**src/rtl/hazard_sequencer.sv**
```systemverilog
// Pipeline control for the 5-stage RV32I core: branch/jump redirect, load-use
// bubbles, data-memory freeze, post-reset boot flush and stall/flush counters.
module hazard_sequencer #(
    parameter int unsigned BOOT_CYCLES = 2,
    parameter int unsigned CNT_W       = 32
) (
    input  logic             clk,
    input  logic             rst_n,
    input  logic [31:0]      inst_execute,
    input  logic             BrEq,
    input  logic             BrLT,
    input  logic             ex_valid,
    input  logic [4:0]       id_rs1,
    input  logic [4:0]       id_rs2,
    input  logic             id_uses_rs1,
    input  logic             id_uses_rs2,
    input  logic             mem_is_ls,
    input  logic             dmem_ready,
    output logic             pc_en,
    output logic             pc_sel,
    output logic             if_id_en,
    output logic             if_id_flush,
    output logic             id_ex_en,
    output logic             id_ex_flush,
    output logic             ex_mem_en,
    output logic             mem_wb_en,
    output logic [CNT_W-1:0] stall_cnt,
    output logic [CNT_W-1:0] flush_cnt
);

    typedef enum logic [1:0] {ST_BOOT, ST_RUN, ST_MWAIT} state_e;

    localparam logic [6:0] OP_BRANCH = 7'b1100011;
    localparam logic [6:0] OP_JAL    = 7'b1101111;
    localparam logic [6:0] OP_JALR   = 7'b1100111;
    localparam logic [6:0] OP_LOAD   = 7'b0000011;
    localparam logic [3:0] BOOT_INIT = 4'(BOOT_CYCLES - 1);
    localparam logic [CNT_W-1:0] CNT_ONE = CNT_W'(1);

    state_e           state_q, state_d;
    logic [3:0]       boot_q, boot_d;
    logic [CNT_W-1:0] stall_q, stall_d;
    logic [CNT_W-1:0] flush_q, flush_d;

    logic [6:0] opcode;
    logic [2:0] funct3;
    logic [4:0] rd;
    logic       taken, redirect, luse, memwait;
    logic       stall_inc, flush_inc;
    logic       unused_bits;

    assign opcode      = inst_execute[6:0];
    assign funct3      = inst_execute[14:12];
    assign rd          = inst_execute[11:7];
    assign unused_bits = ^inst_execute[31:15];

    always_comb begin
        taken = 1'b0;
        if (opcode == OP_BRANCH) begin
            case (funct3)
                3'b000:  taken = BrEq;
                3'b001:  taken = !BrEq;
                3'b100:  taken = BrLT;
                3'b101:  taken = !BrLT;
                3'b110:  taken = BrLT;
                3'b111:  taken = !BrLT;
                default: taken = 1'b0;
            endcase
        end else if (opcode == OP_JAL || opcode == OP_JALR) begin
            taken = 1'b1;
        end
    end

    assign redirect = ex_valid && taken;
    assign luse     = ex_valid && (opcode == OP_LOAD) && (rd != 5'd0) &&
                      ((id_uses_rs1 && rd == id_rs1) || (id_uses_rs2 && rd == id_rs2));
    assign memwait  = mem_is_ls && !dmem_ready;

    always_comb begin
        // NOTE: every output gets a default before the case so no path can infer a latch.
        state_d     = state_q;
        boot_d      = boot_q;
        pc_en       = 1'b1;
        pc_sel      = 1'b0;
        if_id_en    = 1'b1;
        if_id_flush = 1'b0;
        id_ex_en    = 1'b1;
        id_ex_flush = 1'b0;
        ex_mem_en   = 1'b1;
        mem_wb_en   = 1'b1;
        stall_inc   = 1'b0;
        flush_inc   = 1'b0;
        case (state_q)
            ST_BOOT: begin
                pc_en       = 1'b0;
                if_id_flush = 1'b1;
                id_ex_flush = 1'b1;
                if (boot_q == 4'd0) state_d = ST_RUN;
                else                boot_d  = boot_q - 4'd1;
            end
            ST_RUN, ST_MWAIT: begin
                // A MWAIT cycle whose memory completes is handled exactly like RUN.
                if (memwait) begin
                    pc_en     = 1'b0;
                    if_id_en  = 1'b0;
                    id_ex_en  = 1'b0;
                    ex_mem_en = 1'b0;
                    mem_wb_en = 1'b0;
                    stall_inc = 1'b1;
                    state_d   = ST_MWAIT;
                end else begin
                    state_d = ST_RUN;
                    if (redirect) begin
                        pc_sel      = 1'b1;
                        if_id_flush = 1'b1;
                        id_ex_flush = 1'b1;
                        flush_inc   = 1'b1;
                    end else if (luse) begin
                        pc_en       = 1'b0;
                        if_id_en    = 1'b0;
                        id_ex_flush = 1'b1;
                        stall_inc   = 1'b1;
                    end
                end
            end
            default: state_d = ST_BOOT;
        endcase
    end

    always_comb begin
        stall_d = stall_q;
        flush_d = flush_q;
        if (stall_inc && stall_q != '1) stall_d = stall_q + CNT_ONE;
        if (flush_inc && flush_q != '1) flush_d = flush_q + CNT_ONE;
    end

    // NOTE: state registers use non-blocking assignments so all flops update together.
    always_ff @(posedge clk) begin
        if (!rst_n) begin
            state_q <= ST_BOOT;
            boot_q  <= BOOT_INIT;
            stall_q <= '0;
            flush_q <= '0;
        end else begin
            state_q <= state_d;
            boot_q  <= boot_d;
            stall_q <= stall_d;
            flush_q <= flush_d;
        end
    end

    assign stall_cnt = stall_q;
    assign flush_cnt = flush_q;

endmodule

```
**config.mk**
```make
export PLATFORM = sky130hd
export DESIGN_NAME = hazard_sequencer
export DESIGN_NICKNAME = d
export VERILOG_FILES = /design/src/rtl/hazard_sequencer.sv
export SDC_FILE = /design/constraint.sdc
export NUM_CORES = 1
export LEC_CHECK = 0
export ABC_AREA = 1
export BUFFER_PORTS_ARGS = -buffer_cell sky130_fd_sc_hd__buf_4
export CAP_MARGIN = 20
export CORE_UTILIZATION = 49
export CTS_CLUSTER_DIAMETER = 100
export CTS_CLUSTER_SIZE = 30
export DETAILED_ROUTE_END_ITERATION = 8
export PLACE_DENSITY = 0.77
export SLEW_MARGIN = 40
export SYNTH_ARGS = -nofsm -noshare
export SYNTH_HDL_FRONTEND = slang
export SYNTH_SLANG_ARGS = --single-unit
```
**constraint.sdc**
```tcl
create_clock -name clk -period 2.05 [get_ports clk]
set_clock_uncertainty 0.1 [all_clocks]
set_input_delay 0.41 -clock clk [delete_from_list [all_inputs] [get_ports clk]]
set_output_delay 0.41 -clock clk [all_outputs]
set_load 0.01 [all_outputs]
```
Word-level counts from Yosys, hierarchy flattened
Index checks and enable logic that the tools add are counted.
Storage, ports and cells
  word-level logic and storage cells: 70
  output and inout bits: 72
  register bits: 70
  input port bits: 51
Cells by class
  eq/ne operators: 16
  bitwise logic cells: 1
  reductions and logical operators: 22
  add/subtract/negate cells: 3
  muxes and demuxes: 24
Operators by type and width (count)
  $add A32 B1 Y32 const B: 2
  $ne A32 B32 Y1 const B: 2
  $eq A7 B7 Y1 const B: 3
  $mux W1: 17
  $eq A3 B3 Y1 const B: 4
  $eq A5 B5 Y1: 2
  $logic_and A1 B1 Y1: 9
  $eq A7 B2 Y1 const B: 1
  $pmux W1 S2: 3
  $reduce_or A2 Y1: 3
  $reduce_bool A5 Y1: 1
  $logic_not A4 Y1: 1
  $mux W2: 2
  $pmux W1 S4: 1
  $pmux W2 S2: 1
  $sub A4 B1 Y4 const B: 1
  $eq A3 B1 Y1 const B: 1
  $logic_not A1 Y1: 3
  $logic_not A3 Y1: 1
  $eq A2 B1 Y1 const B: 1
  $eq A2 B2 Y1 const B: 1
  $logic_not A2 Y1: 1
  $logic_or A1 B1 Y1: 2
  $ne A2 B2 Y1 const B: 1
  other kinds (2): 2

Longest topological paths before layout
  word-level depth: 9
  gate-level depth with buffers: 13
  gate-level depth less buffers: 12

Worst setup path after synthesis
No wires, ideal clock.
  path kind: register to output
  from: register state_q[0]
  to: output port if_id_flush
  required time: 1.540 ns
  buffers on the path: 1
  arrival: 1.434 ns
  stages on the path, launching flop included: 8
  slack: 0.106 ns
  cells stage by stage: dfxtp_1 > inv_1 > ha_1 > buf_2 > inv_1 > nor2_1 > nand3_1 > a21oi_1
On the way
  cells in the longest elaborated chain, start to end: 3
  elaborated cells on any way between the ends: 5
  those cells by class: eq/ne: 2; mux: 1; reduce/logical: 2
Ends and longest elaborated chain
  from (decl): line 40  | state_e state_q, state_d;
  from (signal assigned): line 145  | state_q <= state_d;
  $eq A2 B1 Y1 or $eq A2 B2 Y1 (tied branches): line 93  | case (state_q)
  $reduce_or A2 Y1: line 93
  $pmux W1 S2 *: line 93
  to (decl): line 22  | output logic if_id_flush,
Every way passes the cells marked *; elsewhere a longest branch is shown, timed or not.

Final worst setup path
  from: register state_q[1]
  to: output port if_id_flush
The elaborated chain is that of the path after synthesis.

==> metrics.md <==
| Metric | Value |
|---|---|
| Status | completed |
| HP Class | in -> reg |
| Area Growth Syn to Fin | 38.5% |
| RSZ-0062 raised after global routing | yes |
| CTS sink count | 70 |
| Final hold viol count | 0 |
| Complex-gate fraction of the synthesized area | 8.99% |
| Yosys reg bits | 70 |
| Synth Area in Adders | 1.26% |
| Post-CTS Hold Buffers | 0 |
| Fmax | 489 MHz |
| Final number of setup-violating endpoints | 0 |
| Worst VDD drop | 0.482 mV |
| Per-cell routed wire length | 13.1 microns |
| Fraction of registers with async set/reset | 0% |
| Die Width | 103 microns |
| Tmin final | 2.04 ns |
| I/O pin count | 123 |
| Worst EP arrival | 1.53 ns |
| XOR/XNOR share of the synthesized area | 6.53% |
| Core Area | 0.00982 sq mm |
| Synth Warn # | 0 |
| DRC Markers | 0 |
| Final period utilization | 99.7% |
| Commonest cells post-synth | nand2_1 (288), nor2_1 (130), inv_1 (78) |
| Synthesized area | 0.00497 sq mm |
| Max-slew violations | 0 |
| Global placement routability congestion | 0.962 |
| Largest net degree at the start of global routing | 36 |
| Final HPWL DP | 10.8 mm |
| Die Ht | 103 microns |
| Multiplexer area fraction after synthesis | 0% |
| HP Start | rst_n |
| Max_slew headroom | 71.7% |
| Leak Pwr | 2.95 nW |
| Reg2reg setup slack | 0.11 ns |
| Syn nets | 872 |
| Max_cap viols | 0 |
| Post-synth top area share | 28.2% |
| Reg-to-Reg Start | flush_cnt[0] |
| DR pass1 iterations | 5 |
| Clock Latency Late Sink | 0.35 ns |
| Initial antenna violation count | 0 |
| Clock buffer depth | 2 |
| Ranking of synthesized cells by area | dfxtp_1 (28%), nand2_1 (22%), nor2_1 (9.8%), inv_1 (5.9%), a21oi_1 (4.5%) |
| GR Overflow Total | 0 |
| Worst setup EP type | primary output |
| Layout cells sized above 1 | 28.4% |
| Power density over the cells | 522 mW/mm^2 |
| Pwr Total | 3.59 mW |
| CTS tree | built |
| Starting Density | 50.6% |
| Slew @ Worst Pin | 0.422 ns |
| Die ar. | 0.0105 sq mm |
| Req. time, crit path | 1.54 ns |
| CTS root buffer | clkbuf_8 |
| Setup ws final | 0.00703 ns |
| Diodes inserted | 0 |
| CP startpoint kind | flip-flop |
| H-tree lvl count | 3 |
| Top FF cell, synth | dfxtp_1 |
| RR Endpoint | flush_cnt[3] |
| Drt first-iter violations | 332 |
| Fill cells | 883 |
| Worst Hold End | boot_q[0] |
| Placed inst area | 0.00641 sq mm |
| Path depth of the worst reg2reg path | 10 |
| Top-count cell post-synth | nand2_1 |
| Post-route ant nets | 0 |
| Hold depth | 2 |
| Largest family of logic cells by synthesized area | simple AND/OR/NAND/NOR gates |
| Via count | 5830 |
| Final instance area | 0.00688 sq mm |
| Global-route wire length before repair | 23.6 mm |
| Total CTS buffers | 9 |
| Gr usage total | 28.7% |
| Routed vias/inst | 5.14 |
| Critical-path maximum fanout | 3 |
| Post-synthesis sequential area ratio | 28.2% |
| Row count | 36 |
| Drt total wl | 14.8 mm |
| Kind of critical path | reg -> out |
| Clock transition at path regs | 0.07 ns |
| Simple-gate area share of the yosys netlist | 45.7% |
| Pre-CTS WS | -0.127 ns |
| Number of global-route vias before repair | 5138 |
| Cells after Synth | 816 |
| Number of synthesized flops with an enable pin | 0 |
| Unique cell type count in the Yosys netlist | 33 |
| NumNets Final | 1053 |
| Port buffer count | 105 |
| Largest area contributor in the netlist | dfxtp_1 |
| Post-Syn Area per Cell | 6.09 sq um |
## sequential cells by signal, indices dropped and copies added, names as in the netlist
name	count
flush_cnt	32
state_q	2
stall_cnt	32
boot_q	4
## worst max-delay path: stages (launching register included)
cell and delay, ns:
dfxtp_2 0.33, inv_2 0.05, ha_4 0.26, inv_2 0.04, nor2_4 0.11, nand3_4 0.11, a21oi_2 0.15, buf_4 0.13
## how the worst max path moves through the flow
stage                               start            end  slack (ns)
after floorplan                state_q[0]    if_id_flush        0.11
after global placement    inst_execute[4]    if_id_flush       -0.06
after detailed placement  inst_execute[3]  flush_cnt[27]       -0.13
after CTS                      state_q[1]    if_id_flush       -0.07
after global routing           state_q[0]    if_id_flush       -0.07
final                          state_q[1]    if_id_flush       0.007
## through the flow
| step | util, % | cells | setup TNS (ns) | hold slack (ns) |
|---|---|---|---|---|
| CTS | 68.2 | 1127 | -0.118 | 0.295 |
| global placement | 65.3 | 1106 | -0.893 | 0.342 |
| global route | 70.1 | 1135 | -0.0972 | 0.318 |
| detailed placement | 65.3 | 1106 | -2.37 | 0.354 |
| floorplan | - | 816 | 0 | 0.329 |
| finish | 70.1 | 1135 | 0 | 0.319 |
## layout make-up
| cell class | count | area [sq um] | area share (%) |
|---|---|---|---|
| Clock buffer | 12 | 155 | 2.26 |
| Tap cell | 133 | 166 | 2.42 |
| Sequential cell | 70 | 1410 | 20.4 |
| Multi-Input combinational cell | 641 | 3250 | 47.2 |
| Inverter | 81 | 304 | 4.42 |
| Clock inverter | 4 | 53.8 | 0.782 |
| Timing Repair Buffer | 194 | 1550 | 22.5 |
## what timing repair did
action,4_1_cts,5_1_grt
buffers inserted,4,8
resized for setup,10,32
endpoints found under the hold margin,0,0
cloned,1,0
endpoints found under the setup margin,11,66
pin swaps,5,13
## power by group
part	internal, mW	switching (mW)	total (mW)
logic	0.394	0.560	0.954
clock network	0.633	0.554	1.19
registers	1.42	0.0309	1.45
total	2.44	1.15	3.59
## per-layer routing
metal  vias up  GRT usage [%]  wire (microns)  share of wire (%)
li1       2934              -               -                  -
met3        38           4.00            1060                7.1
met4         0           11.5             395                2.7
met1      2623           38.6            6610                 45
met2       235           46.0            6780                 46
met5         -              0               0                  0
## cells in the final DEF (no fill, tap or decap), types with 2 or more instances in the layout
cell        netlist  layout
a31oi_1           2       2
nand2_1         288     285
a21oi_2          16      19
nor2_4            2       6
ha_1              5       3
a21oi_1          45      42
nand2_2          11      13
dfxtp_1          70      67
o21ai_0           6       5
nand3_2           3       4
nand4_1          30      30
nand3_1          24      21
nor2_2            6       8
nor2_1          130     124
clkinvlp_4        0       2
nor3_1           13      10
nand3b_1         12      12
buf_12            0       6
buf_6             7       2
nor3_4            1       2
buf_4             2     185
clkbuf_8          0      11
nor3_2            0       2
inv_1            78      73
nand3_4           2       4
xor2_1           22      22
dfxtp_2           0       3
o21ai_4           1       2
xnor2_1          15      15
inv_2             3       8
## cell families after synthesis
logic type | after synthesis
AO/OA/AOI/OAI | 73
XOR/XNOR | 37
adder cells (fa/ha/maj) | 5
buffers and inverters | 106
flip-flops | 70
AND/OR/NAND/NOR | 525
No activity file was read; power rests on OpenSTA's default activity.
